--- config.mk ---
export PLATFORM = sky130hd
export DESIGN_NAME = csa_accumulator
export DESIGN_NICKNAME = d
export VERILOG_FILES = /design/src/rtl/csa_accumulator.sv
export SDC_FILE = /design/constraint.sdc
export NUM_CORES = 1
export LEC_CHECK = 0
export CAP_MARGIN = 40
export CORE_ASPECT_RATIO = 1.4
export CORE_MARGIN = 1.5
export CORE_UTILIZATION = 55
export DETAILED_ROUTE_END_ITERATION = 10
export PLACE_DENSITY = 0.76
export SLEW_MARGIN = 20
export SYNTH_ARGS = -nofsm -noshare
export SYNTH_HDL_FRONTEND = slang
export SYNTH_SLANG_ARGS = --single-unit
export TNS_END_PERCENT = 30
--- constraint.sdc ---
create_clock -name clk -period 3.45 [get_ports clk]
set_input_delay 0.5175 -clock clk [delete_from_list [all_inputs] [get_ports clk]]
set_output_delay 0.5175 -clock clk [all_outputs]
set_load 0.03 [all_outputs]
--- src/rtl/csa_accumulator.sv ---
// Multi-operand accumulator: 3:2-compresses one operand per cycle into a redundant (s, c) pair, then resolves it chunk by chunk.
// Latency: the last operand is accepted at edge E and out_valid is high after edge E+NCH. Throughput is one operand per cycle within a frame.
// Backpressure: in_ready is low while a frame is being resolved or its result is held. The result is held stable until out_ready is seen.
//
// Ports:
//   clk, rst            clock and asynchronous active-high reset
//   in_valid/in_ready   operand handshake; in_data is N-bit unsigned, in_last marks the final operand of a frame
//   out_valid/out_ready result handshake
//   out_data            frame sum mod 2**ACC_W
//   out_count           operands in the frame, saturating at 2**CW-1
//   out_ovf             the frame had more than 2**(ACC_W-N) operands, so the sum may have wrapped
module csa_accumulator #(
    parameter int N     = 6,
    parameter int ACC_W = 10,
    parameter int CHUNK = 2,
    localparam int CW   = ACC_W - N + 1
) (
    input  logic             clk,
    input  logic             rst,
    input  logic             in_valid,
    output logic             in_ready,
    input  logic [N-1:0]     in_data,
    input  logic             in_last,
    output logic             out_valid,
    input  logic             out_ready,
    output logic [ACC_W-1:0] out_data,
    output logic [CW-1:0]    out_count,
    output logic             out_ovf
);

    localparam int NCH = ACC_W / CHUNK;
    localparam int KW  = (NCH > 1) ? $clog2(NCH) : 1;
    localparam logic [KW-1:0] K_LAST  = KW'(NCH - 1);
    localparam logic [CW:0]   CAP     = (CW + 1)'(2 ** (ACC_W - N));
    localparam logic [CW-1:0] CNT_MAX = '1;

    typedef enum logic [1:0] {ACCUM, RESOLVE, OUTPUT} state_t;

    state_t           state, state_nxt;
    logic [ACC_W-1:0] s, c, x;
    logic [ACC_W-1:0] result;
    logic [CW-1:0]    count;
    logic [CW-1:0]    count_q;
    logic             ovf, ovf_q;
    logic [KW-1:0]    k;
    logic             rc;
    logic             accept;
    logic [CW:0]      count_inc;
    logic [CHUNK-1:0] s_chunk, c_chunk;
    logic [CHUNK:0]   chunk_sum;

    // Handshake signals are decoded from the registered state only.
    assign in_ready  = (state == ACCUM);
    assign out_valid = (state == OUTPUT);
    assign out_data  = result;
    assign out_count = count_q;
    assign out_ovf   = ovf_q;

    assign accept    = in_valid && in_ready;
    assign x         = {{(ACC_W - N){1'b0}}, in_data};
    // One bit wider than count, so the overflow test is not affected by saturation.
    assign count_inc = {1'b0, count} + (CW + 1)'(1);

    assign s_chunk   = s[int'(k) * CHUNK +: CHUNK];
    assign c_chunk   = c[int'(k) * CHUNK +: CHUNK];
    assign chunk_sum = {1'b0, s_chunk} + {1'b0, c_chunk} + {{CHUNK{1'b0}}, rc};

    always_ff @(posedge clk or posedge rst) begin
        if (rst) begin
            state <= ACCUM;
        end else begin
            state <= state_nxt;
        end
    end

    always_comb begin
        state_nxt = state;
        case (state)
            ACCUM:   if (accept && in_last) state_nxt = RESOLVE;
            RESOLVE: if (k == K_LAST)       state_nxt = OUTPUT;
            OUTPUT:  if (out_ready)         state_nxt = ACCUM;
            default:                        state_nxt = ACCUM;
        endcase
    end

    always_ff @(posedge clk or posedge rst) begin
        if (rst) begin
            s       <= '0;
            c       <= '0;
            count   <= '0;
            ovf     <= 1'b0;
            k       <= '0;
            rc      <= 1'b0;
            result  <= '0;
            count_q <= '0;
            ovf_q   <= 1'b0;
        end else begin
            case (state)
                ACCUM: begin
                    if (accept) begin
                        s <= s ^ c ^ x;
                        // The carry out of the MSB is dropped, so the total wraps mod 2**ACC_W.
                        c <= ((s & c) | (s & x) | (c & x)) << 1;
                        if (count != CNT_MAX) count <= count + CW'(1);
                        if (count_inc > CAP)  ovf   <= 1'b1;
                        if (in_last) begin
                            k  <= '0;
                            rc <= 1'b0;
                        end
                    end
                end
                RESOLVE: begin
                    // Ripple one chunk per cycle. The carry out of the top chunk is discarded.
                    result[int'(k) * CHUNK +: CHUNK] <= chunk_sum[CHUNK-1:0];
                    rc <= chunk_sum[CHUNK];
                    k  <= k + KW'(1);
                    // Snapshot the frame metadata so the outputs survive the clear in OUTPUT.
                    if (k == K_LAST) begin
                        count_q <= count;
                        ovf_q   <= ovf;
                    end
                end
                OUTPUT: begin
                    if (out_ready) begin
                        s     <= '0;
                        c     <= '0;
                        count <= '0;
                        ovf   <= 1'b0;
                    end
                end
                default: ;
            endcase
        end
    end

endmodule

==> results of run 1 <==
## worst min-delay path, cell delays in order (launching register included)
cell	delay, ns
dfrtp_1	0.36
nand2_1	0.05
o21ai_0	0.06
## area by class of cell
class,count,area [um^2]
clock inverters,2,12.5
clock buffers,6,72.6
multi-input cells,137,1260
repair buffers,31,303
flip-flops and latches,47,1180
inverters,9,33.8
fillers,325,1380
well taps,60,75.1
## cells in the final DEF (no fill, tap or decap), drive strengths merged, types with 4 or more instances in the layout
cell / instances
o21ai: 6
a21oi: 7
nand3: 4
dfrtp: 47
ha: 14
clkbuf: 6
nand2: 16
clkdlybuf4s50: 28
nor2: 11
fa: 7
inv: 8
mux2: 16
a22o: 22
## state kept, by name, summed over array words and instances, names as in the netlist, 2 cells and up
signal / cells
state: 2
c: 9
out_data: 10
k: 3
s: 10
out_count: 5
count: 5
## layer usage
metal	vias up	global-route usage, %	part of all wire [%]
met5	-	0	0
met4	0	6.67	1.4
met3	9	3.74	3.1
met2	41	37.0	54
met1	855	26.4	42
li1	783	-	-
## power by group
| group | total [uW] | internal, uW | switching, uW |
|---|---|---|---|
| Combinational | 1370 | 651 | 720 |
| Clock | 324 | 142 | 182 |
| Sequential | 1010 | 762 | 245 |
| Total | 2700 | 1550 | 1150 |
## path summary, 6_finish.rpt
path / start / to / cells past startpoint
worst max register to register: k[0]$_DFFE_PP0P_ / out_data[7]$_DFFE_PP0P_ / 12
max in group asynchronous: rst / s[0]$_DFFE_PP0P_ / 3
min in group asynchronous: rst / count[0]$_DFFE_PP0P_ / 3
worst max-delay path: k[0]$_DFFE_PP0P_ / out_data[7]$_DFFE_PP0P_ / 12
worst min register to register: out_data[1]$_DFFE_PP0P_ / out_data[1]$_DFFE_PP0P_ / 2
worst min-delay path: out_data[1]$_DFFE_PP0P_ / out_data[1]$_DFFE_PP0P_ / 2
## stage by stage
stage	instances	instance area [um^2]	total power (uW)
after floorplan	201	2510	1990
after global placement	284	2850	2320
after detailed placement	284	2850	2390
after CTS	292	2930	2720
after global routing	292	2930	2910
final	292	2930	2700
## kinds of logic after synthesis
family	synth area share, %
simple gates	11.1
compound gates	14.4
xor+xnor	1.05
flops	46.9
buf+inv	3.24
fa+ha+maj	12.6
mux	10.8
==> qor.csv, run 1 <==
stage,metric,value,unit
outcome,run_status,finished clean,
placed_design,dp_slack,0.759,ns
clock_network,worstSkewPairLatency,0.30,ns
synthesis,synthMostInstantiatedCell,dfrtp_1,
critical_path,ff2ff_setup_slack,0.73,ns
timing,max_freq,0.367,GHz
synthesis,synth.yosys.warnings,0,
timing,setup_ws,0.728,ns
critical_path,worstPathCellList,"buf_4, mux2i_1, nor2_1, a31oi_1, a21oi_1, fa_1, inv_1, fa_1, nor2b_1, nand2_1, nor3_1, mux2_2",
synthesis,asyncSetResetFlopFracSynth,100,%
synthesis,synth_top_cells_by_area,"dfrtp_1, a22o_1, ha_1, mux2_2, fa_1",
synthesis,synthesis.area,0.00251,mm^2
timing,max-slew-margin-rel,52.2,%
detailed_routing,drt-vias-per-instance,5.78,
clock_network,htree_num_levels,2,
timing,final-max-slew-violation-count,0,
critical_path,critPathSlowestCell,fa_1,
critical_path,required_time_at_the_endpoint_of_the_critical_path,3.70,ns
synthesis,synth_flop_cell,dfrtp_1,
clock_network,cts_root_buffer,clkbuf_8,
critical_path,timing.critical_path.slowest_cell_delay,0.42,ns
timing,tightestPinTransition,0.716,ns
detailed_routing,detail_route.iter0.violations,69,
synthesis,synth_edf_count,0,
timing,post-route-period-util,78.9,%
detailed_routing,drcViolationCount,0,
synthesis,post_synth_inst_count,201,
clock_network,ctsLongestPathBuffers,2,
grt,global_route.overflow_total,0,
flow_run,max_cap_violations,0,
critical_path,setup.worst_path.start_class,flip-flop,
critical_path,cp-end-kind,flip-flop,
grt,antenna_found_initial,0,
placed_design,place_congestion,0.922,
clock_network,clock_tree_from_tritoncts,built,
placed_design,dp.final_hpwl,3510,um
critical_path,worst-path-max-fanout,17,
detailed_routing,dr.pass1.iters,4,
power_and_ir_drop,worst_ir_drop_vdd,0.000484,V
timing,post-route-min-period,2.72,ns
timing,fin_skew,0.0102,ns
critical_path,worst_ep_arrival_time,2.97,ns
min_path,hold_path.class,reg -> reg,
cells_and_area,number_of_nets_at_the_end_of_the_flow,263,
timing,fin_tns_setup,0,ns
synthesis,postSynthNetCount,233,
critical_path,cp_num_buf_inv,2,
clock_network,postCtsSetupBuffers,0,
synthesis,yosys.area.top_type,dfrtp_1,
clock_network,cts.clk_slew.worst_paths,0.09,ns
die,io_pins,29,
die,floorplan.die.height,82.9,um
die,die-width,60.1,um
grt,maximum_number_of_pins_on_one_net_before_global_route_repair,48,
critical_path,crit_family,adder cells,
synthesis,post_synth_num_cell_types,40,
detailed_routing,detail-route-antenna-nets,0,
placed_design,port_buffers,28,
critical_path,timing.critical_path.mode_cell,fa_1,
grt,grt_util_all_layers,21.4,%
cells_and_area,inserted_diodes,0,
synthesis,synth_sequential_area_ratio,46.9,%
detailed_routing,drt-wirelength-per-cell,16.3,um
timing,timing.final.hold_violations,0,
cells_and_area,areaGrowthSynthToFinish,16.7,%
timing,rsz_0062_raised_after_global_routing,false,
die,rows,28,
clock_network,cts_resized,0,
clock_network,cts.hold.buffers_added,0,
synthesis,ys_seq_elements,47,
die,core_area,0.00431,mm^2
cells_and_area,layout_cell_share_with_drive_strength_beyond_1,15.9,%
clock_network,number_of_clock_buffers_inserted_by_tritoncts,5,
power_and_ir_drop,power.static_leakage,0.00134,uW
timing,finalSetupViolations,0,
synthesis,synth_top_area_share,46.9,%
detailed_routing,vias_after_detailed_routing,1688,
clock_network,cts_num_sinks,47,
cells_and_area,postLayoutCoreUtil,68.0,%
power_and_ir_drop,powerDensity,922,mW/mm^2
detailed_routing,wirelength,4760,um
synthesis,synthTopCellsByCount,"dfrtp_1, a22o_1, nand2_1",
synthesis,avgSynthCellArea,12.5,um^2
die,floorplan.die_area,0.00498,mm^2
grt,grt_pass1_wl,8260,um
timing,hold_slack,0.503,ns
grt,first_global_vias,1772,
critical_path,category_of_the_critical_setup_timing_path,reg -> reg,
die,initial_core_util,58.2,%
No activity file was read; power rests on OpenSTA's default activity.
==> inputs of run 2 (changes only) <==
- clock period: 3.45 -> 2.6 ns (I/O delays scaled with it)
==> qor.csv, run 2 (synthesis results as in run 1) <==
stage,metric,value,unit,change
detailed_routing,detail-route-antenna-nets,0,,unchanged
clock_network,number_of_clock_buffers_inserted_by_tritoncts,5,,unchanged
critical_path,worstSetupPathDepth,10,,was 12
die,io_pins,29,,unchanged
critical_path,crit_family,adder cells,,unchanged
die,floorplan.die_area,0.00498,mm^2,unchanged
timing,post-route-min-period,2.53,ns,was 2.72 ns
timing,tightestPinTransition,0.709,ns,was 0.716 ns
detailed_routing,wirelength,5040,um,was 4760 um
timing,finalSetupViolations,0,,unchanged
critical_path,setup.worst_path.start_class,flip-flop,,unchanged
timing,max_freq,0.396,GHz,was 0.367 GHz
grt,global_route.overflow_total,0,,unchanged
clock_network,cts.hold.buffers_added,0,,unchanged
detailed_routing,drt-wirelength-per-cell,16.9,um,was 16.3 um
critical_path,ff2ff_setup_slack,0.07,ns,was 0.73 ns
critical_path,cp_num_buf_inv,1,,was 2
cells_and_area,inserted_diodes,0,,unchanged
die,die-width,60.1,um,unchanged
placed_design,dp.final_hpwl,3740,um,was 3510 um
detailed_routing,detail_route.iter0.violations,51,,was 69
placed_design,port_buffers,28,,unchanged
die,initial_core_util,58.2,%,unchanged
critical_path,r2r_end,out_data[3]$_DFFE_PP0P_,,was out_data[7]$_DFFE_PP0P_
clock_network,cts_num_sinks,47,,unchanged
placed_design,dp_cells,288,,was 284
cells_and_area,most_common_cell_after_layout_fill_and_taps_aside,dfrtp_1,,unchanged
critical_path,timing.critical_path.slowest_cell_delay,0.47,ns,was 0.42 ns
die,floorplan.die.height,82.9,um,unchanged
critical_path,category_of_the_critical_setup_timing_path,reg -> reg,,unchanged
timing,fin_skew,0.00834,ns,was 0.0102 ns
timing,final-max-slew-violation-count,0,,unchanged
die,rows,28,,unchanged
detailed_routing,drt-vias-per-instance,5.82,,was 5.78
grt,first_global_vias,1764,,was 1772
clock_network,worstSkewPairLatency,0.31,ns,was 0.30 ns
cells_and_area,number_of_nets_at_the_end_of_the_flow,270,,was 263
cells_and_area,postLayoutCoreUtil,69.6,%,was 68.0%
clock_network,clock_tree_from_tritoncts,built,,unchanged
critical_path,worst_ep_arrival_time,2.78,ns,was 2.97 ns
grt,grt_use_met3,3.74,%,unchanged
min_path,hold_path.class,in -> async,,was reg -> reg
timing,rsz_0062_raised_after_global_routing,true,,was false
critical_path,reg2regPathDepth,10,,was 12
power_and_ir_drop,power.static_leakage,0.00139,uW,was 0.00134 uW
grt,antenna_found_initial,0,,unchanged
grt,global_route.peak_usage_layer,met2,,unchanged
detailed_routing,dr.pass1.iters,4,,unchanged
cells_and_area,areaGrowthSynthToFinish,19.5,%,was 16.7%
flow_run,max_cap_violations,0,,unchanged
clock_network,htree_num_levels,2,,unchanged
critical_path,timing.critical_path.from,s[6]$_DFFE_PP0P_,,was k[0]$_DFFE_PP0P_
grt,grt_pass1_wl,8160,um,was 8260 um
timing,fin_tns_setup,0,ns,unchanged
grt,met1_usage,26.4,%,about the same
critical_path,timing.critical_path.to,out_data[3]$_DFFE_PP0P_,,was out_data[7]$_DFFE_PP0P_
critical_path,critPathSlowestCell,mux4_2,,was fa_1
power_and_ir_drop,worst_ir_drop_vdd,0.000569,V,was 0.000484 V
clock_network,cts_root_buffer,clkbuf_8,,unchanged
critical_path,worst-path-max-fanout,3,,was 17
power_and_ir_drop,powerDensity,1250,mW/mm^2,was 922 mW/mm^2
clock_network,ctsLongestPathBuffers,2,,unchanged
critical_path,r2r-start,s[6]$_DFFE_PP0P_,,was k[0]$_DFFE_PP0P_
timing,max-slew-margin-rel,52.7,%,was 52.2%
cells_and_area,most-common-layout-cells,"dfrtp_1, clkdlybuf4s50_1, a22o_1, nand2_1",,unchanged
critical_path,worstPathCellList,"mux4_2, nand2_1, nand2_1, fa_1, inv_1, fa_1, nor2b_2, nand2_1, nor2_1, mux2_2",,"was buf_4, mux2i_1, nor2_1, a31oi_1, a21oi_1, fa_1, inv_1, fa_1, nor2b_1, nand2_1, nor3_1, mux2_2"
critical_path,required_time_at_the_endpoint_of_the_critical_path,2.85,ns,was 3.70 ns
timing,hold_slack,0.374,ns,was 0.503 ns
detailed_routing,vias_after_detailed_routing,1734,,was 1688
timing,timing.final.hold_violations,0,,unchanged
die,core_area,0.00431,mm^2,unchanged
timing,post-route-period-util,97.1,%,was 78.9%
detailed_routing,drcViolationCount,0,,unchanged
placed_design,place_congestion,0.784,,was 0.922
grt,maximum_number_of_pins_on_one_net_before_global_route_repair,20,,was 48
clock_network,cts.clk_slew.worst_paths,0.09,ns,about the same
critical_path,cp-end-kind,flip-flop,,unchanged
outcome,run_status,finished clean,,unchanged
grt,grt_util_all_layers,21.5,%,was 21.4%
critical_path,timing.critical_path.mode_cell,nand2_1,,was fa_1
cells_and_area,stdcell_count,298,,was 292
cells_and_area,layout_cell_share_with_drive_strength_beyond_1,19.3,%,was 15.9%
grt,grt_use_met2,36.2,%,was 37.0%
[run 2: repair_timing]
action,4_1_cts,5_1_grt
endpoints found under the hold margin,0,0
setup endpoints to repair,0,3
gates resized for setup,0,3
setup buffers,0,3
[run 2: final cells by class]
cell class	instances	area, um^2
clock inverter	1	8.76
inverter	9	33.8
clock buffer	6	82.6
tap	60	75.1
timing repair buffer	38	359
fill	335	1310
multi-input combinational	137	1260
sequential	47	1180
[run 2: layer usage]
layer	wire length, um	vias up
met2	2800	35
met4	132	0
met3	121	13
li1	-	799
met1	2000	887
met5	0	-
[run 2: report_power, final]
| part | internal (uW) | switching (uW) | total (uW) |
|---|---|---|---|
| clock network | 214 | 246 | 460 |
| registers | 1010 | 313 | 1320 |
| logic | 951 | 1020 | 1970 |
| total | 2180 | 1580 | 3750 |
[run 2: worst register-to-register path, stage by stage (launching register included)]
cell and delay, ns:
dfrtp_1 0.42, mux4_2 0.47, nand2_1 0.08, nand2_1 0.06, fa_1 0.39, inv_1 0.08
fa_1 0.43, nor2b_2 0.16, nand2_1 0.10, nor2_1 0.12, mux2_2 0.15
[run 2: worst min-delay path by stage]
stage,end,depth (start not counted)
3_3_place_gp,out_data[1]$_DFFE_PP0P_,2
2_1_floorplan,c[9]$_DFFE_PP0P_,1
4_1_cts,out_data[3]$_DFFE_PP0P_,2
6_report,out_data[3]$_DFFE_PP0P_,2
3_5_place_dp,out_data[1]$_DFFE_PP0P_,2
5_1_grt,out_data[3]$_DFFE_PP0P_,2
[run 2: through the flow]
step	instance area (um^2)	power (uW)	setup slack, ns
2_1_floorplan	2510	2650	0.0253
3_3_place_gp	2880	3120	0.119
3_5_place_dp	2880	3210	0.0573
4_1_cts	2970	3680	0.0392
5_1_grt	3000	4000	-0.0182
6_report	3000	3750	0.0746
==> inputs of run 3 (changes only) <==
- MAX_ROUTING_LAYER: unset -> met4
- SKIP_CTS_REPAIR_TIMING: unset -> 1
- TNS_END_PERCENT: 30 -> 1
==> qor.csv, run 3 (synthesis results as in run 1) <==
stage,metric,value,unit,change
outcome,run_status,finished clean,,unchanged
placed_design,dp.final_hpwl,3740,um,unchanged
timing,post-route-min-period,2.52,ns,was 2.53 ns
clock_network,cts_num_sinks,47,,unchanged
clock_network,cts.clk_slew.worst_paths,0.09,ns,about the same
detailed_routing,detail_route.iter0.violations,49,,was 51
flow_run,max_cap_violations,0,,unchanged
die,core_area,0.00431,mm^2,unchanged
die,initial_core_util,58.2,%,unchanged
critical_path,timing.critical_path.mode_cell,nand2_1,,unchanged
cells_and_area,number_of_nets_at_the_end_of_the_flow,270,,unchanged
timing,max_freq,0.396,GHz,about the same
placed_design,total_placed_instance_area,0.00288,mm^2,unchanged
clock_network,number_of_clock_buffers_inserted_by_tritoncts,5,,unchanged
critical_path,required_time_at_the_endpoint_of_the_critical_path,2.85,ns,about the same
power_and_ir_drop,share_comb_of_total_power,52.5,%,about the same
detailed_routing,detail-route-antenna-nets,0,,unchanged
timing,final-max-slew-violation-count,0,,unchanged
power_and_ir_drop,power.static_leakage,0.00139,uW,unchanged
critical_path,category_of_the_critical_setup_timing_path,reg -> reg,,unchanged
clock_network,ctsLongestPathBuffers,2,,unchanged
critical_path,critPathSlowestCell,mux4_2,,unchanged
placed_design,place_congestion,0.795,,was 0.784
clock_network,cts_root_buffer,clkbuf_8,,unchanged
critical_path,reg2regPathDepth,10,,unchanged
grt,maximum_number_of_pins_on_one_net_before_global_route_repair,20,,unchanged
detailed_routing,wirelength,5020,um,was 5040 um
detailed_routing,vias_after_detailed_routing,1722,,was 1734
power_and_ir_drop,share_clk_of_total_power,12.3,%,about the same
detailed_routing,drt-wirelength-per-cell,16.8,um,was 16.9 um
placed_design,port_buffers,28,,unchanged
power_and_ir_drop,total_power,3750,uW,about the same
detailed_routing,dr.pass1.iters,4,,unchanged
cells_and_area,num-fill-cells,335,,unchanged
critical_path,timing.critical_path.from,s[6]$_DFFE_PP0P_,,unchanged
power_and_ir_drop,share_seq_of_total_power,35.3,%,about the same
critical_path,setup.worst_path.start_class,flip-flop,,unchanged
critical_path,r2r_end,out_data[3]$_DFFE_PP0P_,,unchanged
die,floorplan.die_area,0.00498,mm^2,unchanged
critical_path,ff2ff_setup_slack,0.08,ns,was 0.07 ns
critical_path,timing.critical_path.slowest_cell_delay,0.47,ns,about the same
detailed_routing,drcViolationCount,0,,unchanged
critical_path,crit_family,adder cells,,unchanged
cells_and_area,inserted_diodes,0,,unchanged
critical_path,worst_ep_arrival_time,2.78,ns,about the same
timing,post-route-period-util,97.0,%,was 97.1%
cells_and_area,areaGrowthSynthToFinish,19.5,%,unchanged
timing,finalSetupViolations,0,,unchanged
power_and_ir_drop,net_switching_power,1570,uW,was 1580 uW
clock_network,worstSkewPairLatency,0.31,ns,about the same
critical_path,worstPathCellList,"mux4_2, nand2_1, nand2_1, fa_1, inv_1, fa_1, nor2b_2, nand2_1, nor2_1, mux2_2",,unchanged
critical_path,cp_num_buf_inv,1,,unchanged
cells_and_area,stdcell_area,0.00300,mm^2,unchanged
power_and_ir_drop,switching_portion_of_total_power,41.9,%,was 42.0%
critical_path,cp-end-kind,flip-flop,,unchanged
cells_and_area,most_common_cell_after_layout_fill_and_taps_aside,dfrtp_1,,unchanged
die,floorplan.die.height,82.9,um,unchanged
grt,global_route.overflow_total,0,,unchanged
timing,fin_tns_setup,0,ns,unchanged
grt,grt_pass1_wl,8200,um,was 8160 um
critical_path,worst-path-max-fanout,3,,unchanged
clock_network,clock_tree_from_tritoncts,built,,unchanged
critical_path,r2r-start,s[6]$_DFFE_PP0P_,,unchanged
timing,max-slew-margin-rel,52.5,%,was 52.7%
die,die-width,60.1,um,unchanged
grt,antenna_found_initial,0,,unchanged
timing,timing.final.hold_violations,0,,unchanged
timing,fin_skew,0.00888,ns,was 0.00834 ns
cells_and_area,most-common-layout-cells,"dfrtp_1, clkdlybuf4s50_1, a22o_1, nand2_1",,unchanged
power_and_ir_drop,worst_ir_drop_vdd,0.000565,V,was 0.000569 V
timing,rsz_0062_raised_after_global_routing,true,,unchanged
clock_network,htree_num_levels,2,,unchanged
power_and_ir_drop,powerDensity,1250,mW/mm^2,about the same
grt,first_global_vias,1756,,was 1764
grt,grt_util_all_layers,22.3,%,was 21.5%
power_and_ir_drop,p_int,2180,uW,about the same
cells_and_area,layout_cell_share_with_drive_strength_beyond_1,19.3,%,unchanged
critical_path,worstSetupPathDepth,10,,unchanged
min_path,hold_path.class,in -> async,,unchanged
timing,tightestPinTransition,0.711,ns,was 0.709 ns
die,rows,28,,unchanged
critical_path,timing.critical_path.to,out_data[3]$_DFFE_PP0P_,,unchanged
detailed_routing,drt-vias-per-instance,5.78,,was 5.82
die,io_pins,29,,unchanged
-- run 3: stage by stage --
stage | std cells | utilization, % | hold slack, ns | worst slack, ns
2_1_floorplan | 201 | - | 0.480 | 0.0253
6_report | 298 | 69.6 | 0.373 | 0.0777
5_1_grt | 298 | 69.6 | 0.410 | -0.0180
4_1_cts | 295 | 68.8 | 0.394 | 0.0392
3_3_place_gp | 288 | 66.7 | 0.469 | 0.119
3_5_place_dp | 288 | 66.7 | 0.483 | 0.0573
-- run 3: power by group through the flow --
stage	combinational [uW]	sequential, uW	clock (uW)
detailed placement	1880	1330	0
finish	1970	1320	460
global route	2140	1360	493
CTS	1890	1320	466
global placement	1810	1310	0
floorplan	1230	1420	0
-- run 3: worst min-delay path by stage --
stage,startpoint,end,cells after the start
2_1_floorplan,c[9]$_DFFE_PP0P_,c[9]$_DFFE_PP0P_,1
3_3_place_gp,out_data[1]$_DFFE_PP0P_,out_data[1]$_DFFE_PP0P_,2
3_5_place_dp,out_data[1]$_DFFE_PP0P_,out_data[1]$_DFFE_PP0P_,2
4_1_cts,rst,out_data[3]$_DFFE_PP0P_,2
5_1_grt,rst,out_data[3]$_DFFE_PP0P_,2
6_report,rst,out_data[3]$_DFFE_PP0P_,2
-- run 3: final cells by class --
cell class / count / area (um^2) / area share [%]
Tap cell: 60 / 75.1 / 2.50
Sequential cell: 47 / 1180 / 39.2
Timing Repair Buffer: 38 / 359 / 12.0
Clock buffer: 6 / 82.6 / 2.75
Inverter: 9 / 33.8 / 1.13
Multi-Input combinational cell: 137 / 1260 / 42.2
Clock inverter: 1 / 8.76 / 0.292
-- run 3: per-layer routing --
layer | vias to the layer above | share of wire (%) | track usage [%]
met1 | 870 | 40 | 26.5
li1 | 801 | - | -
met2 | 37 | 55 | 36.2
met5 | - | 0 | -
met3 | 14 | 2.5 | 4.67
met4 | 0 | 2.8 | 8.48
